[config.mk]
export PLATFORM = sky130hd
export DESIGN_NAME = multicycle_controller
export DESIGN_NICKNAME = d
export VERILOG_FILES = /design/src/rtl/multicycle_controller.sv
export SDC_FILE = /design/constraint.sdc
export NUM_CORES = 1
export LEC_CHECK = 0
export ABC_AREA = 1
export BUFFER_PORTS_ARGS = -buffer_cell sky130_fd_sc_hd__buf_2
export CORE_UTILIZATION = 37
export CTS_CLUSTER_SIZE = 8
export DETAILED_ROUTE_END_ITERATION = 7
export HOLD_SLACK_MARGIN = 0.02
export PLACE_DENSITY_LB_ADDON = 0.08
export SYNTH_ARGS = -nofsm -noshare
export SYNTH_HDL_FRONTEND = slang
export SYNTH_SLANG_ARGS = --single-unit
export TNS_END_PERCENT = 10
[constraint.sdc]
create_clock -name clk -period 1.6 [get_ports clk]
set_input_delay 0.24 -clock clk [delete_from_list [all_inputs] [get_ports clk]]
set_output_delay 0.24 -clock clk [all_outputs]
set_load 0.05 [all_outputs]
[src/rtl/multicycle_controller.sv]
// Multicycle control unit for the MIPS-subset core: steps each instruction through
// FETCH/DECODE/EXEC/MEM/WB and drives the datapath strobes, stalling on memory/I-O handshakes.
module multicycle_controller #(
  parameter bit          IO_EN   = 1'b1,
  parameter bit          MEM_HS  = 1'b1,
  parameter int unsigned MEM_LAT = 1
) (
  input  logic        clk,
  input  logic        rstn,
  input  logic [31:0] inst,
  input  logic        alu_zero,
  input  logic        mem_ready,
  input  logic        io_ready,
  output logic        pc_we,
  output logic [1:0]  pc_src,
  output logic        ir_we,
  output logic        mem_re,
  output logic        mem_we,
  output logic        reg_we,
  output logic        reg_dst,
  output logic [1:0]  wb_sel,
  output logic        alu_src,
  output logic [5:0]  alu_func,
  output logic        zors,
  output logic        in_gof,
  output logic        out_gof,
  output logic        illegal,
  output logic [2:0]  state
);

  typedef enum logic [2:0] {
    S_FETCH  = 3'd0,
    S_DECODE = 3'd1,
    S_EXEC   = 3'd2,
    S_MEM    = 3'd3,
    S_WB     = 3'd4,
    S_HALT   = 3'd7
  } state_t;

  localparam logic [5:0] OP_RTYPE = 6'b000000;
  localparam logic [5:0] OP_J     = 6'b000010;
  localparam logic [5:0] OP_BEQ   = 6'b000100;
  localparam logic [5:0] OP_BNE   = 6'b000101;
  localparam logic [5:0] OP_ADDI  = 6'b001000;
  localparam logic [5:0] OP_SLTI  = 6'b001010;
  localparam logic [5:0] OP_ANDI  = 6'b001100;
  localparam logic [5:0] OP_ORI   = 6'b001101;
  localparam logic [5:0] OP_IN    = 6'b011010;
  localparam logic [5:0] OP_OUT   = 6'b011011;
  localparam logic [5:0] OP_LW    = 6'b100011;
  localparam logic [5:0] OP_SW    = 6'b101011;

  localparam logic [3:0] LAT_LAST = 4'(MEM_LAT - 1);

  state_t     state_q, state_d;
  logic [3:0] cnt_q;
  logic       illegal_q, set_illegal;
  logic       mem_done, op_legal, br_taken;
  logic [5:0] opcode;
  logic       unused_inst_bits;

  assign opcode           = inst[31:26];
  assign unused_inst_bits = ^inst[25:6];
  assign mem_done         = MEM_HS ? mem_ready : (cnt_q == LAT_LAST);
  assign br_taken         = (opcode == OP_BEQ) ? alu_zero : ~alu_zero;

  always_comb begin
    case (opcode)
      OP_RTYPE, OP_J, OP_BEQ, OP_BNE, OP_ADDI, OP_SLTI,
      OP_ANDI, OP_ORI, OP_LW, OP_SW: op_legal = 1'b1;
      OP_IN, OP_OUT:                 op_legal = IO_EN;
      default:                       op_legal = 1'b0;
    endcase
  end

  // NOTE: every output of this block is given a default before any branch, so no path leaves a latch.
  always_comb begin
    state_d     = state_q;
    set_illegal = 1'b0;
    pc_we       = 1'b0;
    pc_src      = 2'b00;
    ir_we       = 1'b0;
    mem_re      = 1'b0;
    mem_we      = 1'b0;
    reg_we      = 1'b0;
    reg_dst     = 1'b0;
    wb_sel      = 2'b00;
    alu_src     = 1'b0;
    alu_func    = 6'b000000;
    zors        = 1'b0;
    in_gof      = 1'b0;
    out_gof     = 1'b0;
    // Reset silences every strobe even mid-access; the registers clear on the edge.
    if (rstn) begin
      case (state_q)
        S_FETCH: begin
          mem_re = 1'b1;
          if (mem_done) begin
            ir_we   = 1'b1;
            pc_we   = 1'b1;
            state_d = S_DECODE;
          end
        end
        S_DECODE: begin
          if (!op_legal) begin
            set_illegal = 1'b1;
            state_d     = S_HALT;
          end else if (opcode == OP_J) begin
            pc_we   = 1'b1;
            pc_src  = 2'b10;
            state_d = S_FETCH;
          end else begin
            state_d = S_EXEC;
          end
        end
        S_EXEC: begin
          case (opcode)
            OP_RTYPE: begin alu_func = inst[5:0]; state_d = S_WB; end
            OP_ADDI:  begin alu_func = 6'b100000; alu_src = 1'b1; zors = 1'b1; state_d = S_WB; end
            OP_ANDI:  begin alu_func = 6'b100100; alu_src = 1'b1; state_d = S_WB; end
            OP_ORI:   begin alu_func = 6'b100101; alu_src = 1'b1; state_d = S_WB; end
            OP_SLTI:  begin alu_func = 6'b101010; alu_src = 1'b1; zors = 1'b1; state_d = S_WB; end
            OP_LW, OP_SW: begin
              alu_func = 6'b100000;
              alu_src  = 1'b1;
              zors     = 1'b1;
              state_d  = S_MEM;
            end
            OP_BEQ, OP_BNE: begin
              alu_func = 6'b100010;
              zors     = 1'b1;
              pc_we    = br_taken;
              pc_src   = br_taken ? 2'b01 : 2'b00;
              state_d  = S_FETCH;
            end
            OP_IN: begin
              in_gof = 1'b1;
              if (io_ready) state_d = S_WB;
            end
            OP_OUT: begin
              out_gof = 1'b1;
              if (io_ready) state_d = S_FETCH;
            end
            default: state_d = S_FETCH;
          endcase
        end
        S_MEM: begin
          mem_re = (opcode == OP_LW);
          mem_we = (opcode == OP_SW);
          if (mem_done) state_d = (opcode == OP_LW) ? S_WB : S_FETCH;
        end
        S_WB: begin
          reg_we  = 1'b1;
          reg_dst = (opcode == OP_RTYPE);
          wb_sel  = (opcode == OP_LW) ? 2'b01 : (opcode == OP_IN) ? 2'b10 : 2'b00;
          state_d = S_FETCH;
        end
        S_HALT:  state_d = S_HALT;
        default: state_d = S_FETCH;
      endcase
    end
  end

  // NOTE: sequential state uses non-blocking assignments so every register sees pre-edge values.
  always_ff @(posedge clk) begin
    if (!rstn) begin
      state_q   <= S_FETCH;
      cnt_q     <= 4'd0;
      illegal_q <= 1'b0;
    end else begin
      state_q <= state_d;
      if (set_illegal) illegal_q <= 1'b1;
      // Counter is idle (zero) outside FETCH/MEM, so clearing on completion also covers entry.
      if ((state_q == S_FETCH || state_q == S_MEM) && !mem_done)
        cnt_q <= (cnt_q == 4'hF) ? cnt_q : cnt_q + 4'd1;
      else
        cnt_q <= 4'd0;
    end
  end

  assign illegal = illegal_q;
  assign state   = state_q;

endmodule

* Word level (Yosys, flattened, before mapping)
Index checks and enable logic that the tools add are counted.
Storage, ports and cells: logic and storage cells 88, output and inout bits 24, register bits 4
Cells by class: reduce and logical (&&, ||, !) cells 10, multiplexer cells 55, bitwise operators 1, equal/unequal tests 20
Operators with widths (number):
- $pmux 6 s6 | 1
- $mux 1 | 33
- $eq 6x4->1 const B | 4
- $mux 3 | 6
- $mux 2 | 8
- $pmux 3 s5 | 1
- $eq 6x3->1 const B | 2
- $eq 6x5->1 const B | 2
- $eq 6x6->1 const B | 2
- $mux 6 | 2
- $pmux 3 s4 | 1
- $reduce_or 12->1 | 1
- $reduce_or 6->1 | 2
- $eq 3x2->1 const B | 2
- $eq 3x3->1 const B | 2
- $eq 6x2->1 const B | 1
- $logic_not 6->1 | 1
- $ne 3x3->1 const B | 2
- $reduce_or 5->1 | 1
- $ne 2x2->1 const B | 2
- $pmux 2 s2 | 1
- $reduce_and 4->1 | 1
- $reduce_or 2->1 | 2
- $eq 3x1->1 const B | 1
- other kinds (5) | 5

* Longest topological paths before layout
depth after elaboration 6, gate-level depth with buffers 10, mapped depth without buffers 10

* Least setup slack after synthesis
No wires, ideal clock.
path type flip-flop to output port, start point register state_q[2] (netlist: state[2]), end point output wb_sel[0], cell stages (with the launch flop) 5, path buffers 0, path slack -1.809 ns, data required time 1.360 ns, arrival time 3.169 ns, path through dfxtp_1 inv_2 nor3_2 inv_2 nor4_1
On the way: cells in the longest elaborated chain, start to end 3
RTL lines:
- start, declared | line 55 | state_t state_q, state_d;
- start signal, assigned | line 171 | state_q <= state_d;
- $eq 3x3->1 | line 95 | case (state_q)
- $mux 2 | line 95
- $mux 2 | line 94 | if (rstn) begin
- end, declared | line 21 | output logic [1:0] wb_sel,
No other way between the ends.

* Worst setup path in the final report
start point register state_q[1] (netlist: state[1]), end point output pc_we
On the way: cells in the longest elaborated chain, start to end 3, elaborated cells on any way between the ends 5, classes of those cells 2 x eq/ne; 2 x mux; 1 x reduce/logical
RTL lines:
- $eq 3x2->1, or another cell as far along | line 95
- $pmux 1 s3 (*) | line 95
- $mux 1 (*) | line 94
- end, declared | line 14 | output logic pc_we,
Mark *: on every way between the ends. The rest lies on a longest branch, timed or not.

==> results.yml <==
sta:
  fin_crit_ns: 1.75
  setup_total_negative_slack_ns: -0.904
  rsz0062_at_grt: "true"
  fmax_mhz: 572
  fin_ws_ns: -0.147
  fin_crit_sh: 1.09
  whs_ns: 0.246
  skew_ns: 0.0115
  tightest_slew_ns: 0.299
  slew_viol_final: 0
  worst_slew_margin_rel: 0.799
  setup_viol: 11
  hold_viol: 0
floorplan:
  dieArea_um2: 1990
  die_w_um: 44.7
  start_util: 0.394
  io-pin-count: 61
  num_rows: 15
  dieHeight_um: 44.7
  coreArea_um2: 1710
power:
  p_int_mw: 0.510
  power_frac_seq: 0.189
  switchingPower_mw: 0.639
  finalPower_mw: 1.15
  switching_share: 0.556
  pwr-share-clk: 0.118
  p_comb_frac: 0.692
  ir_drop_v: 0.000437
  power.leakage_nw: 0.653
  powerDensity_nw_per_um2: 935
critical_path:
  crit_path_end_kind: "output port"
  slowest_stage: "dfxtp_4"
  critPathLaunchType: "flop"
  worstPathRequired_ns: 1.36
  critPathMaxStageDelay_ns: 0.38
  cp.arrival_ns: 1.51
  cp_cell_sequence: "inv_4 > nor3_4 > inv_2 > nor2_4 > inv_2 > nor3_4 > or2_4 > buf_8"
  path_class: "reg2out"
  worst-path-max-fanout: 6
routing:
  dr.first_iter.drc_count: 7
  postRouteAntennaNets: 0
  wl_per_cell_um: 10.2
  drc: 0
  drt-pass1-iter-count: 3
  vias_per_cell: 4.80
  drt_wl_total_um: 2120
  via_count: 1003
yosys:
  synth_flop_cell: "dfxtp_1"
  synth_edf_count: 0
  synthDistinctLibCells: 22
  synth_common_cells: "23 x nand2_1, 22 x nor2_1, 15 x inv_1, 12 x inv_2"
  synth_largest_area_cell: "nand2_1"
  netlist.area_leader.share: 0.128
  ys_seq_area_frac: 0.119
  synth_area_leaders: "nand2_1 13%, nor2_1 12%, dfxtp_1 12%"
  synth_area_um2: 673
  yosysMostFrequentCell: "nand2_1"
  syn_inst: 123
  synth.ff_latch_count: 4
  syn_avg_cell_area_um2: 5.47
  yosys_warnings: 0
  ys_async_sr_fraction: 0
  syn-num-nets: 160
grt:
  gr-usage-all-layers: 0.231
  grt_pass1_wl_um: 3420
  grt.overflow.total: 0
  antenna_found_initial: 0
  grt_max_degree: 8
  first_global_vias: 831
placement:
  portBuffers: 40
  hpwl_um: 1750
  place_congestion: 0.899
  place_ws_ns: -0.139
clock_network:
  cts_hold_buf: 0
  cts-root-buf: "clkbuf_4"
  clkTransAtPathRegs_ns: 0.04
  htree_num_levels: 1
  clkLatencyLatePin_ns: 0.24
  post_cts_buffers: 0
  cts_tree: "done"
  clock-sinks: 4
  cts_made_buffers: 3
  clock_path_buffers: 2
run:
  cap_violations: 0
finish:
  fillers: 149
  num_antenna_cells: 0
  syn2layout_area_growth_pct: 82.5
  drive_above_1_share: 0.522
  fin_nets: 222
status:
  status: "complete, but fails checks"
  violations: "negative setup slack"
worst_hold_path:
  hp-class: "in2reg"
-- stage by stage --
stage               utilization  std cells  cell area, um2
detailed placement        0.644        205            1100
CTS                       0.703        209            1200
finish                    0.719        209            1230
floorplan                     -        123             741
global placement          0.644        205            1100
global route              0.719        209            1230
-- cells in the final DEF, fill, tap and decap left out, types with 2 or more instances in the layout --
cell type | Yosys | routed
nor4_4 | 0 | 2
inv_2 | 12 | 10
buf_4 | 0 | 21
nand3_1 | 9 | 9
buf_6 | 0 | 12
buf_2 | 0 | 21
o21ai_0 | 5 | 5
dfxtp_4 | 0 | 3
a21oi_1 | 9 | 9
nand2_1 | 23 | 22
o21ai_2 | 2 | 2
nand4_1 | 4 | 4
nor2_2 | 2 | 5
inv_4 | 0 | 2
nor3_4 | 2 | 3
nand3_2 | 3 | 3
clkbuf_4 | 0 | 5
nor2_1 | 22 | 19
inv_1 | 15 | 15
-- timing repair --
item	CTS	global route
pin swaps	1	0
endpoints found under the hold margin	0	0
gates resized for setup	25	11
endpoints found under the setup margin	16	19
cloned	0	0
-- layer usage --
layer	vias to the layer above	share of wire	track usage
met4	0	0.0085	0.0727
met5	-	0	0
met3	4	0.033	0.0245
met2	24	0.55	0.438
met1	454	0.41	0.265
li1	521	-	-
-- worst max-delay path, delay by kind of cell (launching register included) --
kind | cells | cell delay, ns
DFF | 1 | 0.38
and+or+nand+nor | 4 | 0.55
buffers and inverters | 4 | 0.33
-- final cells by class --
type,instances,area (um2),area share
Inverter,27,106,0.0866
Clock buffer,4,26.3,0.0214
Timing Repair Buffer,57,428,0.348
Tap cell,25,31.3,0.0255
Multi-Input combinational cell,92,546,0.444
Sequential cell,4,91.3,0.0743
-- registers in the layout, summed over array words and instances, names as in the netlist --
signal,flops
state,3
illegal,1
-- final timing paths --
| check | to | slack, ns | depth (start not counted) | startpoint |
|---|---|---|---|---|
| max | pc_we | -0.15 | 8 | state[1] |
| min | state[2] | 0.25 | 3 | rstn |
| max reg2reg | state[0] | 0.35 | 9 | state[1] |
| min reg2reg | illegal | 0.45 | 2 | illegal |
-- power groups by stage --
stage / combinational (mW) / clock [mW] / sequential (mW)
3_3_place_gp: 0.761 / 0 / 0.216
2_1_floorplan: 0.468 / 0 / 0.336
6_report: 0.796 / 0.136 / 0.218
5_1_grt: 0.863 / 0.149 / 0.225
4_1_cts: 0.796 / 0.137 / 0.218
3_5_place_dp: 0.769 / 0 / 0.218
-- cells by family after synthesis --
group / after synthesis / synth area share
buffers and inverters: 27 / 0.151
xor gates and xnor gates: 1 / 0.0130
DFF: 4 / 0.119
AOI/OAI and AO/OA: 19 / 0.167
and+or+nand+nor: 72 / 0.550
(Power assumes the default switching activity.)
